--- config.mk ---
export PLATFORM = sky130hd
export DESIGN_NAME = mem_ctrl
export DESIGN_NICKNAME = d
export VERILOG_FILES = /design/src/rtl/mem_ctrl_pkg.sv /design/src/rtl/mem_ctrl.sv
export SDC_FILE = /design/constraint.sdc
export NUM_CORES = 1
export LEC_CHECK = 0
export CORE_UTILIZATION = 55
export CTS_BUF_LIST = sky130_fd_sc_hd__clkbuf_8
export DETAILED_ROUTE_END_ITERATION = 12
export DONT_BUFFER_PORTS = 1
export PLACE_DENSITY_LB_ADDON = 0.08
export SLEW_MARGIN = 5
export SYNTH_ARGS = -nofsm -noshare
export SYNTH_HDL_FRONTEND = slang
export SYNTH_SLANG_ARGS = --single-unit
--- constraint.sdc ---
create_clock -name clk -period 1.63 [get_ports clk]
set_input_delay 0.163 -clock clk [delete_from_list [all_inputs] [get_ports clk]]
set_output_delay 0.163 -clock clk [all_outputs]
set_load 0.01 [all_outputs]
--- src/rtl/mem_ctrl_pkg.sv ---
// rtl/mem_ctrl_pkg.sv - shared access-size codes, FSM states and owner encoding
package mem_ctrl_pkg;

  localparam logic [1:0] MEM_ACC_8  = 2'b00;
  localparam logic [1:0] MEM_ACC_16 = 2'b01;
  localparam logic [1:0] MEM_ACC_32 = 2'b10;

  typedef enum logic [1:0] {
    ST_IDLE,
    ST_BEAT,
    ST_DONE,
    ST_RELEASE
  } state_t;

  typedef enum logic {
    OWN_EXEC,
    OWN_FETCH
  } owner_t;

  // Byte beats for an execute access, clipped to the client width in bytes.
  // Code 2'b11 is treated as a word, the same as MEM_ACC_32.
  function automatic int acc_beats(input logic [1:0] code, input int max_beats);
    int n;
    case (code)
      MEM_ACC_8:  n = 1;
      MEM_ACC_16: n = 2;
      default:    n = 4;
    endcase
    return (n > max_beats) ? max_beats : n;
  endfunction

endpackage

--- src/rtl/mem_ctrl.sv ---
// rtl/mem_ctrl.sv - fetch/execute arbiter serialising accesses into byte beats
module mem_ctrl
  import mem_ctrl_pkg::*;
#(
  parameter int M_WIDTH = 8
) (
  input  logic               clk,
  input  logic               rst,
  input  logic               mem_req,
  input  logic               mem_we,
  input  logic [M_WIDTH-1:0] mem_addr,
  input  logic [M_WIDTH-1:0] mem_data_out,
  input  logic [1:0]         mem_acc_width,
  output logic [M_WIDTH-1:0] mem_data_in,
  output logic               mem_ready,
  input  logic               if_req,
  input  logic [M_WIDTH-1:0] if_addr,
  output logic [M_WIDTH-1:0] if_data,
  output logic               if_ready,
  output logic               bus_req,
  output logic               bus_we,
  output logic [M_WIDTH-1:0] bus_addr,
  output logic [7:0]         bus_wdata,
  input  logic [7:0]         bus_rdata,
  input  logic               bus_ack
);

  localparam int NB = M_WIDTH / 8;
  localparam int CW = $clog2(NB) + 1;

  state_t             r_state;
  owner_t             r_owner;
  logic [CW-1:0]      r_n;
  logic [CW-1:0]      r_idx;
  logic [M_WIDTH-1:0] r_shift;
  logic [M_WIDTH-1:0] r_mem_rdata;
  logic [M_WIDTH-1:0] r_if_rdata;
  logic               r_mem_ready;
  logic               r_if_ready;
  logic               r_bus_req;
  logic               r_bus_we;
  logic [M_WIDTH-1:0] r_bus_addr;
  logic [7:0]         r_bus_wdata;

  logic [CW-1:0]      w_idx_next;
  logic               w_last;
  logic               w_owner_req;

  assign w_idx_next  = r_idx + CW'(1);
  assign w_last      = (w_idx_next == r_n);
  assign w_owner_req = (r_owner == OWN_EXEC) ? mem_req : if_req;

  // Grant, beat sequencing, read assembly and ready pulse; all outputs registered.
  // r_shift holds the not-yet-sent store bytes so the next beat byte is always r_shift[7:0].
  always_ff @(posedge clk) begin
    if (rst) begin
      r_state     <= ST_IDLE;
      r_owner     <= OWN_EXEC;
      r_n         <= '0;
      r_idx       <= '0;
      r_shift     <= '0;
      r_mem_rdata <= '0;
      r_if_rdata  <= '0;
      r_mem_ready <= 1'b0;
      r_if_ready  <= 1'b0;
      r_bus_req   <= 1'b0;
      r_bus_we    <= 1'b0;
      r_bus_addr  <= '0;
      r_bus_wdata <= '0;
    end else begin
      case (r_state)
        ST_IDLE: begin
          r_idx <= '0;
          if (mem_req) begin
            r_state     <= ST_BEAT;
            r_owner     <= OWN_EXEC;
            r_bus_req   <= 1'b1;
            r_bus_we    <= mem_we;
            r_bus_addr  <= mem_addr;
            r_bus_wdata <= mem_data_out[7:0];
            r_shift     <= mem_data_out >> 8;
            r_n         <= CW'(acc_beats(mem_acc_width, NB));
            if (!mem_we) r_mem_rdata <= '0;
          end else if (if_req) begin
            r_state     <= ST_BEAT;
            r_owner     <= OWN_FETCH;
            r_bus_req   <= 1'b1;
            r_bus_we    <= 1'b0;
            r_bus_addr  <= if_addr;
            r_bus_wdata <= '0;
            r_shift     <= '0;
            r_n         <= CW'(NB);
            r_if_rdata  <= '0;
          end
        end
        ST_BEAT: begin
          if (bus_ack) begin
            for (int b = 0; b < NB; b++) begin
              if (!r_bus_we && r_idx == CW'(b)) begin
                if (r_owner == OWN_EXEC) r_mem_rdata[b*8 +: 8] <= bus_rdata;
                else                     r_if_rdata[b*8 +: 8]  <= bus_rdata;
              end
            end
            r_idx       <= w_idx_next;
            r_bus_addr  <= r_bus_addr + M_WIDTH'(1);
            r_bus_wdata <= r_shift[7:0];
            r_shift     <= r_shift >> 8;
            if (w_last) begin
              r_state     <= ST_DONE;
              r_bus_req   <= 1'b0;
              r_bus_we    <= 1'b0;
              r_bus_wdata <= '0;
              if (r_owner == OWN_EXEC) r_mem_ready <= 1'b1;
              else                     r_if_ready  <= 1'b1;
            end
          end
        end
        ST_DONE: begin
          r_mem_ready <= 1'b0;
          r_if_ready  <= 1'b0;
          r_state     <= ST_RELEASE;
        end
        ST_RELEASE: begin
          if (!w_owner_req) r_state <= ST_IDLE;
        end
        default: r_state <= ST_IDLE;
      endcase
    end
  end

  assign mem_data_in = r_mem_rdata;
  assign mem_ready   = r_mem_ready;
  assign if_data     = r_if_rdata;
  assign if_ready    = r_if_ready;
  assign bus_req     = r_bus_req;
  assign bus_we      = r_bus_we;
  assign bus_addr    = r_bus_addr;
  assign bus_wdata   = r_bus_wdata;

endmodule

==> results of run 1 <==
[stage by stage]
stage	worst slack, ns	cells
finish	0.00234	306
global route	-0.0581	306
CTS	0.00334	302
detailed placement	-0.0704	291
global placement	-0.0153	291
floorplan	-0.0266	237
[routing by layer]
metal / global-route usage (%) / share of wire, %
met2: 43.2 / 51
met3: 9.06 / 7.6
met1: 30.5 / 41
met5: 0 / 0
met4: 8.81 / 0.66
[sequential cells by signal (all words and copies together), names as in the netlist]
register,flops
if_ready,1
mem_ready,1
bus_we,1
if_data,8
r_n,1
bus_addr,8
bus_req,1
bus_wdata,8
r_idx,1
mem_data_in,8
r_owner,1
r_state,2
[worst max-delay path by stage]
stage	slack [ns]	from	end	cells after the start
final	0.002	r_state[1]	if_data[1]	7
after detailed placement	-0.07	r_state[1]	if_data[7]	7
after global routing	-0.06	r_state[1]	if_data[1]	7
after CTS	0.003	r_state[0]	bus_addr[5]	8
after floorplan	-0.03	r_state[1]	bus_addr[0]	8
after global placement	-0.02	r_state[1]	if_data[4]	7
[critical path, delay by kind of cell, from the launching register on]
family	cells	cell delay, ns
mux	1	0.22
simple gates	2	0.31
fa+ha+maj	1	0.18
flops	1	0.36
compound gates	1	0.23
buf+inv	2	0.23
[placed cells by master (no fill, tap or decap), drive strengths merged, types with 2 or more instances in the layout]
master       synthesis  layout
clkbuf               7       5
dlygate4sd3          0       2
and2                11      11
nor3b                3       3
mux2i               25      25
o22ai                2       2
dfxtp               41      41
nand2b               3       3
a211oi               6       6
nor3                 2       2
a21oi               20      20
inv                  7       8
nor2                23      23
clkinvlp             0       2
mux2                 2       2
nand3               12      12
o21ai               13      13
nor2b                6       6
nand2               22      22
buf                  7      27
ha                   7       7
[cell families (layout without fill, tap and decap cells)]
family | count (synthesis) | in the layout | synth area share, %
AO/OA/AOI/OAI | 52 | 52 | 16.8
XOR/XNOR | 1 | 1 | 0.421
adder cells (fa/ha/maj) | 7 | 7 | 4.21
buffers and inverters | 21 | 44 | 4.45
flip-flops | 41 | 41 | 39.4
multiplexers | 27 | 27 | 13.1
AND/OR/NAND/NOR | 88 | 88 | 21.5
[cell type report]
type	instances	area share, %
repair buffers	29	10.9
clock buffers	5	2.72
well taps	46	2.27
clock inverters	3	0.742
multi-input cells	175	49.6
flip-flops and latches	41	32.6
inverters	7	1.14
[timing repair]
item | in CTS | in global routing
gates resized for setup | 4 | 16
setup buffers | 1 | 3
pin swaps | 0 | 8
endpoints found under the setup margin | 30 | 33
hold endpoints to repair | 39 | 1
hold buffers | 2 | 1
[power breakdown]
part | internal (uW) | total [uW] | switching [uW]
sequential | 1250 | 1510 | 268
clock | 296 | 657 | 361
combinational | 1340 | 2650 | 1310
==> results.toml, run 1 <==
[floorplan]
io_pins = 76
std_cell_rows = 21
chipWidth_microns = 63.5
dieArea_sq_um = 4030
start_util_pct = 60.0
die_y_microns = 63.5
core_area_sq_um = 3470

[sta]
setup_viol = 0
maxSlewViolCount = 0
clock.fmax_ghz = 0.614
holdWs_ns = 0.0189
max_slew_margin_pct = 78.8
fin_skew_ns = 0.00315
period_minus_slack_ns = 1.63
setup_tns_ns = 0
period_share_pct = 99.9
worst_slew_pin_slew_ns = 0.315
grt_setup_unrepaired = "yes"
hold_viol = 0

[pwr]
p_leak_uw = 0.00103
powerDensity_nw_per_um2 = 1900
vdd_drop_max_mv = 1.32
p_total_uw = 4820

[clock_tree]
cts_made_buffers = 5
cts_sinks = 41
insertion_delay_ns = 0.29
clock_tree.root_cell = "clkbuf_8"
clkTransAtPathRegs_ns = 0.08
clockBufferDepth = 2
cts_htree_levels = 2
cts_tree = "built"

[hold_path]
min_path_type = "in2reg"
hp-start = "mem_data_out[0]"
min_path_cells = 2
holdPathEnd = "bus_wdata[0]"

[global_routing]
grt_overflow = 0
grt_pass1_wl_microns = 8200
grt_util_all_layers_pct = 25.9
grt_antenna_before_repair = 0
grt_pass1_vias = 1806
grt_start_max_net_pins = 40

[outcome]
outcome = "complete, no violations"

[drt]
antenna_left = 0
drtIter0Drc = 151
first_pass_iters = 4
via_per_inst = 5.88
post-route-drc-count = 0
num_vias = 1798
finalWirelength_microns = 5130
wire_per_inst_microns = 16.8

[synthesis]
yosysMostFrequentCell = "dfxtp_1"
avgSynthCellArea_sq_um = 8.78
synth_warnings = 0
async_reset_ff_share_pct = 0
synth.largest_area_cell = "dfxtp_1"
ys_seq_area_share_pct = 39.4
synth_area_sq_um = 2080
synth_nets = 284
synth_common_cells = "dfxtp_1, mux2i_1, nand2_1, nor2_1, a21oi_1"
synth.distinct_cells = 41
synthCells = 237
synth_top_area_share_pct = 39.4
synth_area_leaders = "dfxtp_1, mux2i_1, a21oi_1"
synth_seq_cells = 41
synth-edff-count = 0
ys.flop_type = "dfxtp_1"

[setup_path]
r2r.worst_path.cells = 7
r2r_setup_slack_ns = 0.002
crit_slowest_cell = "dfxtp_2"
path_class = "reg2reg"
arrival_ns = 1.82
worstPathRequired_ns = 1.82
worstSetupEndpointType = "flip-flop"
cpPeakStageDelay_ns = 0.36
crit_fanout = 8
r2r_start = "r_state[1]"
path_cells = "inv_4 > ha_4 > and4bb_2 > o2111ai_4 > buf_12 > mux2i_4 > nor2_2"
r2r_end = "if_data[1]"
start_kind = "flip-flop"

[placed_design]
dpl_cell_area_sq_um = 2300
io_buffer_count = 0
gp_congestion = 0.782
dp_hpwl_microns = 3480

[finish]
register_area_sq_um = 826
final_nets = 306
diodes = 0
n_fill_cell = 271
multi_input_area_sq_um = 1250
drive_above_1_share_pct = 22.7
final_util_pct = 72.9
syn2layout_area_growth_pct = 21.6
design_area_sq_um = 2530

[run]
maxCapViolCount = 0
No activity file was read; power rests on OpenSTA's default activity.
==> inputs of run 2 (changes only) <==
CORE_UTILIZATION = 41   (was 55)
DONT_BUFFER_PORTS = unset   (was 1)
SETUP_SLACK_MARGIN = 0.05   (was unset)
==> run 2 against run 1 <==
Effect of this change:
- maximum frequency shrank 0.97%
- worst setup slack worse by 0.016 ns
- register-to-register slack lost 0.02 ns
- routed wire length up 11%
- first-iteration DRC count down 30%
- the run now ends with setup timing left
- critical path type unchanged
- worst hold slack better by 0.41 ns
- combinational power grew 34%
- count of clock-buffer cells in the layout unchanged
- largest cell class unchanged
==> results.toml, run 2 (synthesis results as in run 1) <==
[floorplan]
start_util_pct = 43.2
std_cell_rows = 25
die_y_microns = 73.2
dieArea_sq_um = 5360
io_pins = 76
core_area_sq_um = 4820
chipWidth_microns = 73.2

[global_routing]
grt_pass1_wl_microns = 8690
grt_antenna_before_repair = 0
grtUsageMet3_pct = 5.25
grt_util_all_layers_pct = 21.0
grt.busiest_layer = "met2"
grt_start_max_net_pins = 26
use_met2_pct = 33.4
grt_pass1_vias = 1888
use_met1_pct = 28.8
grt_overflow = 0

[placed_design]
io_buffer_count = 73
gp_congestion = 0.836
dp_hpwl_microns = 3860

[setup_path]
crit_family = "simple AND/OR/NAND/NOR gates"
worstPathRequired_ns = 1.85
start_kind = "flip-flop"
crit_slowest_cell = "dfxtp_2"
path_class = "reg2reg"
worstSetupEndpointType = "flip-flop"
arrival_ns = 1.86
crit_fanout = 3
cpPeakStageDelay_ns = 0.36
path_cells = "inv_4 > buf_6 > ha_4 > nor3b_4 > or2_4 > or3_1 > a31oi_1"
crit_buf_inv = 2

[run]
maxCapViolCount = 0

[drt]
num_vias = 2059
drtIter0Drc = 105
first_pass_iters = 4
via_per_inst = 5.07
post-route-drc-count = 0
finalWirelength_microns = 5700
wire_per_inst_microns = 14.0
antenna_left = 0

[clock_tree]
cts_made_buffers = 5
cts_htree_levels = 2
clockBufferDepth = 2
clock_tree.root_cell = "clkbuf_8"
clkTransAtPathRegs_ns = 0.09
insertion_delay_ns = 0.29
cts_tree = "built"
cts_hold_buf = 0
cts_sinks = 41

[sta]
setup_tns_ns = -0.0170
grt_setup_unrepaired = "yes"
fin_skew_ns = 0.00538
maxSlewViolCount = 0
finalWorstSetupSlack_ns = -0.0137
hold_viol = 0
worst_slew_pin_slew_ns = 0.357
setup_viol = 2
period_minus_slack_ns = 1.64
max_slew_margin_pct = 76.1
clock.fmax_ghz = 0.608
period_share_pct = 101

[pwr]
p_total_uw = 5690
powerDensity_nw_per_um2 = 1640
p_leak_uw = 0.00136
vdd_drop_max_mv = 0.875

[finish]
final_nets = 385
drive_above_1_share_pct = 26.5
mostFrequentLayoutCell = "clkdlybuf4s50_1"
syn2layout_area_growth_pct = 66.3
final_cell_mix = "clkdlybuf4s50_1, dfxtp_1, buf_4, mux2i_1, nor2_1"
diodes = 0

[hold_path]
min_path_type = "in2reg"

[outcome]
outcome = "finished with violations"
violations = "setup timing"
-- run 2: stage by stage --
step	hold slack [ns]	setup slack, ns	cells	cell area (sq um)	util [%]
6_report	0.432	-0.0137	406	3460	71.8
5_1_grt	0.439	-0.0985	406	3460	71.8
4_1_cts	0.421	-0.0187	401	3220	66.8
3_5_place_dp	0.448	-0.194	390	3070	63.6
3_3_place_gp	0.438	-0.146	390	3070	63.6
2_1_floorplan	0.315	-0.0266	237	2100	-
-- run 2: worst reg2reg max path, cell delays in order, from the launching register on --
cell and delay, ns:
dfxtp_2 0.36, inv_4 0.06, buf_6 0.12, ha_4 0.15
nor3b_4 0.15, or2_4 0.27, or3_1 0.35, a31oi_1 0.13
-- run 2: final cells by class --
| class | count | area (sq um) |
|---|---|---|
| Multi-Input combinational cell | 175 | 1380 |
| Inverter | 7 | 28.8 |
| Clock buffer | 5 | 68.8 |
| Timing Repair Buffer | 108 | 1050 |
| Clock inverter | 3 | 18.8 |
| Tap cell | 67 | 83.8 |
| Sequential cell | 41 | 826 |
| Fill cell | 397 | 1360 |
-- run 2: report_power, final --
group          switching (uW)  internal [uW]  total (uW)
Clock                     377            296         673
Sequential                219           1240        1460
Combinational            1660           1900        3550
-- run 2: repair_timing --
item / in CTS / in global routing
gates cloned: 0 / 1
resized for setup: 10 / 52
setup endpoints to repair: 35 / 35
setup buffers: 3 / 5
pin swaps: 7 / 26
-- run 2: final timing paths --
path / startpoint / to / slack [ns] / depth (start not counted)
min reg2reg: bus_wdata[2] / bus_wdata[2] / 0.47 / 2
max reg2reg: r_state[1] / bus_addr[0] / -0.01 / 7
max: r_state[1] / bus_addr[0] / -0.01 / 7
min: mem_data_out[5] / bus_wdata[5] / 0.43 / 3
-- run 2: metal layers --
layer / up-vias / wire (microns)
li1: 1035 / -
met1: 955 / 2640
met2: 65 / 2720
met3: 4 / 315
met4: 0 / 32
met5: - / 0
